File: config.mk
export PLATFORM = sky130hd
export DESIGN_NAME = readout_seq
export DESIGN_NICKNAME = d
export VERILOG_FILES = /design/src/rtl/readout_seq_pkg.sv /design/src/rtl/readout_seq_timer.sv /design/src/rtl/readout_seq.sv
export SDC_FILE = /design/constraint.sdc
export NUM_CORES = 1
export LEC_CHECK = 0
export CAP_MARGIN = 0
export CELL_PAD_IN_SITES_DETAIL_PLACEMENT = 0
export CELL_PAD_IN_SITES_GLOBAL_PLACEMENT = 1
export CORE_MARGIN = 2
export CORE_UTILIZATION = 45
export CTS_CLUSTER_DIAMETER = 120
export DETAILED_ROUTE_END_ITERATION = 10
export GPL_ROUTABILITY_DRIVEN = 0
export PLACE_DENSITY = 0.81
export SYNTH_ARGS = -nofsm -noshare
export SYNTH_HDL_FRONTEND = slang
export SYNTH_SLANG_ARGS = --single-unit
File: constraint.sdc
create_clock -name clk50 -period 2.66 [get_ports clk50]
set_input_delay 0.665 -clock clk50 [delete_from_list [all_inputs] [get_ports clk50]]
set_output_delay 0.665 -clock clk50 [all_outputs]
set_load 0.01 [all_outputs]
File: src/rtl/readout_seq_pkg.sv
// readout_seq_pkg -- shared types and constants for the frame readout sequencer.
//   rdseq_state_t : sequencer FSM states
//   RDOUT_NWORDS  : data words per frame (the trailer word follows them)
//   RDOUT_SETTLE  : cycles between an increment and the matching ser_load
//   RDOUT_NLOADS  : total increments / loads per frame (data + trailer)
package readout_seq_pkg;

  typedef enum logic [2:0] {
    IDLE     = 3'd0,
    CLR      = 3'd1,
    INC      = 3'd2,
    SETTLE   = 3'd3,
    LOAD     = 3'd4,
    WAIT_SER = 3'd5,
    GAP      = 3'd6,
    DONE     = 3'd7
  } rdseq_state_t;

  localparam int RDOUT_NWORDS = 53;
  localparam int RDOUT_SETTLE = 2;
  localparam int RDOUT_NLOADS = RDOUT_NWORDS + 1;
  localparam int WIDX_W       = 7;

  function automatic int max3(input int a, input int b, input int c);
    int m;
    m = (a > b) ? a : b;
    return (m > c) ? m : c;
  endfunction

endpackage

File: src/rtl/readout_seq_timer.sv
// rdseq_timer -- loadable down-counter with a zero flag.
//   clk50, rst_n : clock, async active-low reset
//   load         : capture load_val (wins over dec)
//   dec          : count down by one, stopping at zero
//   load_val     : value captured on load
//   zero         : counter currently holds zero
module rdseq_timer #(
  parameter int W = 8
) (
  input  logic         clk50,
  input  logic         rst_n,
  input  logic         load,
  input  logic         dec,
  input  logic [W-1:0] load_val,
  output logic         zero
);

  logic [W-1:0] cnt;

  always_ff @(posedge clk50 or negedge rst_n) begin
    if (!rst_n)                 cnt <= '0;
    else if (load)              cnt <= load_val;
    else if (dec && cnt != '0)  cnt <= cnt - 1'b1;
  end

  assign zero = (cnt == '0);

endmodule

File: src/rtl/readout_seq.sv
// readout_seq -- sequences one frame readout: clears the word-readout block,
// then for each of the 54 words issues increment, waits for the word to settle,
// loads the serializer and waits for it to finish, with an idle gap between
// words. The last word is recognised by rdout_done sampled at load time.
//
// Ports:
//   clk50, rst_n : 50 MHz clock, async active-low reset
//   start        : one-cycle frame request (honoured only in IDLE)
//   rdout_done   : word-readout block is presenting its final (trailer) word
//   ser_done     : serializer finished the loaded word
//   increment    : advance the word-readout block
//   clr_rdout    : clear the word-readout block's done flag
//   ser_load     : serializer captures the current word
//   busy         : frame in progress
//   word_idx     : increments issued this frame (saturates at 54)
//   frame_done   : one-cycle end-of-frame pulse
//   err          : sticky watchdog / missing-trailer flag
//
// Optional feature: define RDOUT_TIMEOUT_EN to add a WAIT_SER watchdog of
// TIMEOUT_CYC cycles. Without it err is constant 0 and WAIT_SER waits forever.
module readout_seq
  import readout_seq_pkg::*;
#(
  parameter int GAP_CYC     = 16,
  parameter int TIMEOUT_CYC = 4096
) (
  input  logic              clk50,
  input  logic              rst_n,
  input  logic              start,
  input  logic              rdout_done,
  input  logic              ser_done,
  output logic              increment,
  output logic              clr_rdout,
  output logic              ser_load,
  output logic              busy,
  output logic [WIDX_W-1:0] word_idx,
  output logic              frame_done,
  output logic              err
);

  // One timer serves SETTLE, GAP and the watchdog; size it for the longest.
  localparam int TMR_MAX = max3(GAP_CYC, TIMEOUT_CYC, RDOUT_SETTLE);
  localparam int TMR_W   = $clog2(TMR_MAX + 1);

  // Timer counts load_val..0 inclusive, so a load of N-1 gives N cycles.
  localparam logic [TMR_W-1:0]  SETTLE_LD = TMR_W'(RDOUT_SETTLE - 1);
  localparam logic [TMR_W-1:0]  GAP_LD    = (GAP_CYC > 0) ? TMR_W'(GAP_CYC - 1) : '0;
  localparam logic [WIDX_W-1:0] NLOADS_W  = WIDX_W'(RDOUT_NLOADS);

  rdseq_state_t     state, state_nxt;
  logic             last_word;
  logic             tmr_load, tmr_dec, tmr_zero;
  logic [TMR_W-1:0] tmr_ld_val;
  logic             ser_ev;
  logic             frame_full;

  assign frame_full = (word_idx == NLOADS_W);

  rdseq_timer #(.W(TMR_W)) u_timer (
    .clk50    (clk50),
    .rst_n    (rst_n),
    .load     (tmr_load),
    .dec      (tmr_dec),
    .load_val (tmr_ld_val),
    .zero     (tmr_zero)
  );

`ifdef RDOUT_TIMEOUT_EN
  localparam logic [TMR_W-1:0] WDOG_LD = TMR_W'(TIMEOUT_CYC - 1);

  // Timeout stands in for ser_done so the word count stays aligned with
  // the readout block.
  logic wdog_fire;
  assign wdog_fire = (state == WAIT_SER) && tmr_zero && !ser_done;
  assign ser_ev    = ser_done || wdog_fire;

  always_ff @(posedge clk50 or negedge rst_n) begin
    if (!rst_n) err <= 1'b0;
    else if (wdog_fire ||
             ((state == WAIT_SER) && ser_ev && frame_full && !last_word))
      err <= 1'b1;
  end
`else
  assign ser_ev = ser_done;
  assign err    = 1'b0;
`endif

  always_ff @(posedge clk50 or negedge rst_n) begin
    if (!rst_n) begin
      state     <= IDLE;
      word_idx  <= '0;
      last_word <= 1'b0;
    end else begin
      state <= state_nxt;
      if (state == IDLE && start) begin
        word_idx  <= '0;
        last_word <= 1'b0;
      end else if (state == INC && word_idx != NLOADS_W) begin
        word_idx <= word_idx + 1'b1;
      end
      if (state == LOAD) last_word <= rdout_done;
    end
  end

  always_comb begin
    state_nxt  = state;
    increment  = 1'b0;
    clr_rdout  = 1'b0;
    ser_load   = 1'b0;
    busy       = 1'b1;
    frame_done = 1'b0;
    tmr_load   = 1'b0;
    tmr_dec    = 1'b0;
    tmr_ld_val = SETTLE_LD;
    case (state)
      IDLE: begin
        busy = 1'b0;
        if (start) state_nxt = CLR;
      end
      CLR: begin
        clr_rdout = 1'b1;
        state_nxt = INC;
      end
      INC: begin
        increment  = 1'b1;
        tmr_load   = 1'b1;
        tmr_ld_val = SETTLE_LD;
        state_nxt  = SETTLE;
      end
      SETTLE: begin
        tmr_dec = 1'b1;
        if (tmr_zero) state_nxt = LOAD;
      end
      LOAD: begin
        ser_load = 1'b1;
`ifdef RDOUT_TIMEOUT_EN
        tmr_load   = 1'b1;
        tmr_ld_val = WDOG_LD;
`endif
        state_nxt = WAIT_SER;
      end
      WAIT_SER: begin
`ifdef RDOUT_TIMEOUT_EN
        tmr_dec = 1'b1;
`endif
        if (ser_ev) begin
          // A missing trailer flag must not run the frame past 54 words.
          if (last_word || frame_full) begin
            state_nxt = DONE;
          end else if (GAP_CYC == 0) begin
            state_nxt = INC;
          end else begin
            tmr_load   = 1'b1;
            tmr_ld_val = GAP_LD;
            state_nxt  = GAP;
          end
        end
      end
      GAP: begin
        tmr_dec = 1'b1;
        if (tmr_zero) state_nxt = INC;
      end
      DONE: begin
        busy       = 1'b0;
        frame_done = 1'b1;
        state_nxt  = IDLE;
      end
      default: state_nxt = IDLE;
    endcase
  end

endmodule

==> results of run 1 <==
-- through the flow --
stage / util / hold WS [ps]
after global routing: 0.5500 / 526.1
after global placement: 0.5358 / 468.9
after floorplan: - / 369.4
final: 0.5500 / 486.9
after detailed placement: 0.5358 / 490.6
after CTS: 0.5479 / 502.5
-- area by class of cell --
type	instances	area [um^2]	share of cell area
Clock buffer	4	36.28	0.02197
Inverter	6	22.52	0.01364
Multi-Input combinational cell	111	752.0	0.4553
Sequential cell	24	601.8	0.3644
Tap cell	33	41.29	0.02500
Timing Repair Buffer	21	197.7	0.1197
-- cell usage after synthesis --
cell type  number
or3_4           2
conb_1          1
or4b_1          2
nor4b_1         2
a22o_1          2
o41ai_1         2
nor2_4          1
nand4bb_1       1
dfrtp_1        24
or4_4           1
a31o_2          1
nand3_1         3
buf_2           3
nor4bb_1        2
a21oi_1         7
o21ai_0         9
and3_1          4
a21oi_2         1
o31ai_1         1
nand4_2         1
nand3b_1        3
buf_4           1
a21o_1          1
a31oi_1         3
a211oi_1        3
xor2_1          4
and2_1          1
inv_1           6
or3_1           2
clkbuf_1        4
nor3b_1         2
ha_1            4
nand2_1         8
nor3_1          2
nor2_1         20
o211ai_1        1
xnor2_1         8
nand4_1         3
xor2_2          1
or3b_1          1
a2111oi_1       1
-- state kept, by name, indices dropped and copies added (netlist names) --
name         flops
last_word        1
u_timer.cnt     13
state            3
word_idx         7
-- final timing paths --
path                                       startpoint                    endpoint  depth (start not counted)
min reg2reg                      state[1]$_DFFE_PN0P_        state[0]$_DFFE_PN0P_                          1
min                              state[1]$_DFFE_PN0P_        state[0]$_DFFE_PN0P_                          1
min in group asynchronous                       rst_n  u_timer.cnt[0]$_DFFE_PN0P_                          2
max in group asynchronous                       rst_n        state[2]$_DFFE_PN0P_                          2
max reg2reg                u_timer.cnt[9]$_DFFE_PN0P_  u_timer.cnt[3]$_DFFE_PN0P_                          5
max                              state[2]$_DFFE_PN0P_                   increment                          3
-- kinds of logic (layout without fill, tap and decap cells) --
kind of cell / Yosys count / count (layout)
and+or+nand+nor: 61 / 61
other: 1 / 1
adders and majority gates: 4 / 4
xor gates and xnor gates: 13 / 13
buffers and inverters: 14 / 31
DFF: 24 / 24
AOI/OAI and AO/OA: 32 / 32
-- per-layer routing --
| metal | vias up | global-route usage | wire length, um |
|---|---|---|---|
| li1 | 563 | - | - |
| met1 | 559 | 0.2609 | 1431 |
| met2 | 14 | 0.3152 | 1464 |
| met3 | 4 | 0.01948 | 63 |
| met4 | 0 | 0.05714 | 38 |
| met5 | - | 0 | 0 |
-- power breakdown --
group | leakage [nW] | internal [W] | total (W) | switching [W]
Clock | 0.0210 | 0.0000836 | 0.000195 | 0.000112
Sequential | 0.315 | 0.000495 | 0.000640 | 0.000145
Combinational | 0.368 | 0.000480 | 0.00103 | 0.000554
==> results.sh, run 1 <==
export IMPL_status="complete, no violations"
export IMPL_drtIter0Drc=57
export IMPL_path_max_fanout=13
export IMPL_crit_family="buffers and inverters"
export IMPL_path_class="reg2out"
export IMPL_vias=1140
export IMPL_ant_nets=0
export IMPL_synth_cells=149
export IMPL_dieArea_um2=3592
export IMPL_min_path_type="reg2reg"
export IMPL_synth_nets=158
export IMPL_n_antenna_cell=0
export IMPL_num_io_pins=18
export IMPL_fill_cells=287
export IMPL_ir_drop_mv=0.4281
export IMPL_drive_gt1_frac=0.1145
export IMPL_yosysWarnings=0
export IMPL_cts_buffers_inserted=3
export IMPL_setup_viol=0
export IMPL_synth_top_cell_area_share=0.4267
export IMPL_tns_ps=0
export IMPL_track_usage=0.1901
export IMPL_cts_buffer_depth=2
export IMPL_power_density_nw_per_um2=1132
export IMPL_wirelength_um=2998
export IMPL_area_delta_synth_final_pct=17.33
export IMPL_dp_hpwl_um=2196
export IMPL_synth_area_leader_cell="dfrtp_1"
export IMPL_crit_chain="or3b_1, inv_1, clkdlybuf4s50_1"
export IMPL_crit_required_ps=2000
export IMPL_synth_distinct_cells=41
export IMPL_rsz0062_at_grt="false"
export IMPL_synth_top_family_by_area="simple AND/OR/NAND/NOR gates"
export IMPL_nets=176
export IMPL_fp_dieW_um=59.93
export IMPL_fin_total_pwr_w=0.001869
export IMPL_slew_violations=0
export IMPL_startpoint_type="flip-flop"
export IMPL_pre_cts_ws_ps=386.6
export IMPL_ys_ff_latch=24
export IMPL_synth_compound_area_frac=0.1467
export IMPL_cts_tree="done"
export IMPL_layout_common_cells="23 x dfrtp_1, 20 x nor2_1, 16 x clkdlybuf4s50_1, 9 x o21ai_0"
export IMPL_firstDrtPassIters=4
export IMPL_critPathMaxStageDelay_ps=550
export IMPL_port_buffers=16
export IMPL_period_share=0.9726
export IMPL_stdcell_count=199
export IMPL_layout_setup_ws_ps=72.89
export IMPL_cap_violations=0
export IMPL_cp_arrival_ps=1920
export IMPL_clkTransAtPathRegs_ps=140
export IMPL_slowest_stage="clkdlybuf4s50_1"
export IMPL_clk_insertion_delay_late_ps=310
export IMPL_core_area_um2=3003
export IMPL_synth_area_per_cell_um2=9.447
export IMPL_final_common_cell="dfrtp_1"
export IMPL_wl_per_cell_um=15.07
export IMPL_synth_xor_area_share=0.08622
export IMPL_post_cts_buffers=0
export IMPL_htree_num_levels=1
export IMPL_cts_sinks=24
export IMPL_root_buffer="clkbuf_4"
export IMPL_ctsHoldBuffers=0
export IMPL_yosys_area_share_adder=0.03556
export IMPL_dp_cells=195
export IMPL_place_area_um2=1609
export IMPL_fin_area_um2=1652
export IMPL_post_cts_resized=0
export IMPL_num_rows=20
export IMPL_r2r_setup_slack_ps=620
export IMPL_grt_pass1_wl_um=5154
export IMPL_antenna_found_initial=0
export IMPL_layout_min_cycle_time_ps=2587
export IMPL_netlist_area_um2=1408
export IMPL_hold_violations=0
export IMPL_fp_dieH_um=59.93
export IMPL_fmax_mhz=386.5
export IMPL_grt_pass1_vias=1122
export IMPL_synthMuxAreaShare=0
export IMPL_drc=0
export IMPL_gr_total_overflow=0
export IMPL_synthTopCellsByArea="dfrtp_1 43%, nor2_1 5.3%, xnor2_1 5.0%"
export IMPL_initial_core_util=0.4687
export IMPL_yosysSeqAreaShare=0.4267
export IMPL_p_leak_nw=0.7045
export IMPL_vias_per_cell=5.729
export IMPL_grt_max_degree=25
export IMPL_synth_simple_area_share=0.2596
export IMPL_critPathBufInv=2
export IMPL_clock_skew_ps=5.581
export IMPL_crit_path_end_kind="output port"
No activity file was read; power rests on OpenSTA's default activity.
==> inputs of run 2 (changes only) <==
--- a/config.mk
+++ b/config.mk
@@ -8,12 +8,13 @@
 export CAP_MARGIN = 0
 export CELL_PAD_IN_SITES_DETAIL_PLACEMENT = 0
 export CELL_PAD_IN_SITES_GLOBAL_PLACEMENT = 1
-export CORE_MARGIN = 2
+export CORE_MARGIN = 8
 export CORE_UTILIZATION = 45
 export CTS_CLUSTER_DIAMETER = 120
 export DETAILED_ROUTE_END_ITERATION = 10
 export GPL_ROUTABILITY_DRIVEN = 0
 export PLACE_DENSITY = 0.81
+export SLEW_MARGIN = 10
 export SYNTH_ARGS = -nofsm -noshare
 export SYNTH_HDL_FRONTEND = slang
 export SYNTH_SLANG_ARGS = --single-unit
==> run 2 against run 1 <==
Critical endpoint unchanged. Global-route usage decreased by 5.9 points. Clock skew up 2.0 ps. Clock power down 19%. Largest power group unchanged. Worst hold slack better by 32 ps. Non-clock buffer count grew 1. Largest cell class unchanged. Die area rose by 44%. Final cell count unchanged. Routed wire length rose by 2.4%. Setup slack better by 55 ps. Maximum frequency is 2.2% higher.
==> results.sh, run 2 (synthesis results as in run 1) <==
export IMPL_rr_startpoint="u_timer.cnt[9]$_DFFE_PN0P_"
export IMPL_combinationalPowerShare=0.561
export IMPL_layout_common_cells="23 x dfrtp_1, 20 x nor2_1, 16 x clkdlybuf4s50_1, 9 x o21ai_0"
export IMPL_power_density_nw_per_um2=1116
export IMPL_drtIter0Drc=54
export IMPL_ir_drop_mv=0.5402
export IMPL_wl_met3_um=135
export IMPL_antenna_found_initial=0
export IMPL_crit_chain="or3b_1, inv_1, clkdlybuf4s50_1"
export IMPL_num_io_pins=18
export IMPL_r2r_cells=5
export IMPL_cts_tree="done"
export IMPL_min_path_type="reg2reg"
export IMPL_fp_dieH_um=71.93
export IMPL_rsz0062_at_grt="false"
export IMPL_grt_pass1_wl_um=5485
export IMPL_largest_reg_flops=13
export IMPL_wirelength_um=3071
export IMPL_fin_area_um2=1640
export IMPL_dieArea_um2=5174
export IMPL_clk_insertion_delay_late_ps=310
export IMPL_num_rows=20
export IMPL_cp_arrival_ps=1870
export IMPL_cts_buffers_inserted=3
export IMPL_slew_violations=0
export IMPL_setup_viol=0
export IMPL_vias_per_cell=5.663
export IMPL_port_buffers=16
export IMPL_nets=177
export IMPL_r2r_setup_slack_ps=640
export IMPL_drc=0
export IMPL_n_antenna_cell=0
export IMPL_clockPowerShare=0.086
export IMPL_track_usage=0.1312
export IMPL_drt_met1_wl_um=1458
export IMPL_vias=1127
export IMPL_cts_buffer_depth=2
export IMPL_ant_nets=0
export IMPL_startpoint_type="flip-flop"
export IMPL_htree_num_levels=1
export IMPL_layout_min_cycle_time_ps=2532
export IMPL_power_frac_seq=0.352
export IMPL_hold_violations=0
export IMPL_root_buffer="clkbuf_4"
export IMPL_clock_skew_ps=7.534
export IMPL_core_area_um2=3003
export IMPL_top_regs="u_timer.cnt x13, word_idx x7, state x3"
export IMPL_firstDrtPassIters=4
export IMPL_status="complete, no violations"
export IMPL_path_max_fanout=6
export IMPL_ctsHoldBuffers=0
export IMPL_routed_top_layer="met4"
export IMPL_place_area_um2=1617
export IMPL_post_cts_buffers=0
export IMPL_crit_path_end_kind="output port"
export IMPL_critPathCapture="increment"
export IMPL_p_leak_nw=0.7026
export IMPL_critPathMaxStageDelay_ps=560
export IMPL_netSwitchingPower_w=0.0007996
export IMPL_fmax_mhz=394.9
export IMPL_grt_max_degree=25
export IMPL_dp_hpwl_um=2239
export IMPL_area_delta_synth_final_pct=16.53
export IMPL_initial_core_util=0.4687
export IMPL_path_class="reg2out"
export IMPL_wl_per_cell_um=15.43
export IMPL_final_common_cell="dfrtp_1"
export IMPL_crit_start="state[2]$_DFFE_PN0P_"
export IMPL_top_register="u_timer.cnt"
export IMPL_fp_dieW_um=71.93
export IMPL_gr_total_overflow=0
export IMPL_post_cts_resized=0
export IMPL_tns_ps=0
export IMPL_met2_length_um=1429
export IMPL_drive_gt1_frac=0.1084
export IMPL_clkTransAtPathRegs_ps=130
export IMPL_p_int_w=0.001032
export IMPL_period_share=0.9520
export IMPL_slowest_stage="clkdlybuf4s50_1"
export IMPL_cts_sinks=24
export IMPL_r2r_end="state[2]$_DFFE_PN0P_"
export IMPL_crit_required_ps=2000
export IMPL_grt_pass1_vias=1166
export IMPL_sw_frac_of_total=0.4366
export IMPL_cap_violations=0
run 2: cell types whose count changed in the layout (fill, tap and decap cells not counted), sizes merged:
cell    before  now
buf          5    6
clkbuf       4    3
run 2: metrics by stage:
| step | setup WS (ps) | total power (W) | cells | utilization | hold slack (ps) |
|---|---|---|---|---|---|
| finish | 127.6 | 0.001831 | 199 | 0.5463 | 519.2 |
| global route | 13.03 | 0.001997 | 199 | 0.5463 | 565.7 |
| CTS | 55.69 | 0.001849 | 199 | 0.5458 | 522.5 |
| detailed placement | 431.8 | 0.001680 | 196 | 0.5383 | 507.0 |
| global placement | 461.6 | 0.001655 | 196 | 0.5383 | 501.0 |
| floorplan | 849.3 | 0.001351 | 149 | - | 369.4 |
run 2: power groups by stage:
stage / registers (W) / logic (W) / clock network [W]
floorplan: 0.000629 / 0.000722 / 0
global placement: 0.000644 / 0.00101 / 0
detailed placement: 0.000651 / 0.00103 / 0
CTS: 0.000645 / 0.00104 / 0.000167
global route: 0.000669 / 0.00115 / 0.000179
finish: 0.000645 / 0.00103 / 0.000158
run 2: routing by layer:
metal  vias to the layer above  GRT usage
met2                        18     0.2115
met3                         4    0.03030
met1                       541     0.1600
met4                         0    0.06576
li1                        564          -
met5                         -          0
run 2: worst max-delay path: cells and delay by family (launching register included):
family                 cells  cell delay (ps)
buffers and inverters      2              690
DFF                        1              470
and+or+nand+nor            1              390
run 2: final cells by class:
cell class,instances,area [um^2]
fillers,284,1363
multi-input cells,111,747.0
flip-flops and latches,24,601.8
repair buffers,22,205.2
well taps,33,41.29
clock buffers,3,22.52
inverters,6,22.52
run 2: worst min path at each step:
stage	from	to	slack [ps]	cells after the start
global placement	u_timer.cnt[2]$_DFFE_PN0P_	u_timer.cnt[2]$_DFFE_PN0P_	500	1
detailed placement	u_timer.cnt[2]$_DFFE_PN0P_	u_timer.cnt[2]$_DFFE_PN0P_	510	1
global route	u_timer.cnt[2]$_DFFE_PN0P_	u_timer.cnt[2]$_DFFE_PN0P_	570	1
CTS	u_timer.cnt[2]$_DFFE_PN0P_	u_timer.cnt[2]$_DFFE_PN0P_	520	1
finish	u_timer.cnt[2]$_DFFE_PN0P_	u_timer.cnt[2]$_DFFE_PN0P_	520	1
floorplan	rst_n	last_word$_DFFE_PN0P_	370	0
==> inputs of run 3 (changes only) <==
--- a/config.mk
+++ b/config.mk
@@ -13,6 +13,7 @@
 export CTS_CLUSTER_DIAMETER = 120
 export DETAILED_ROUTE_END_ITERATION = 10
 export GPL_ROUTABILITY_DRIVEN = 0
+export HOLD_SLACK_MARGIN = 0.15
 export PLACE_DENSITY = 0.81
 export SLEW_MARGIN = 10
 export SYNTH_ARGS = -nofsm -noshare
==> results of run 3 <==
Final layout, timing and power as in run 2 (identical DEF).
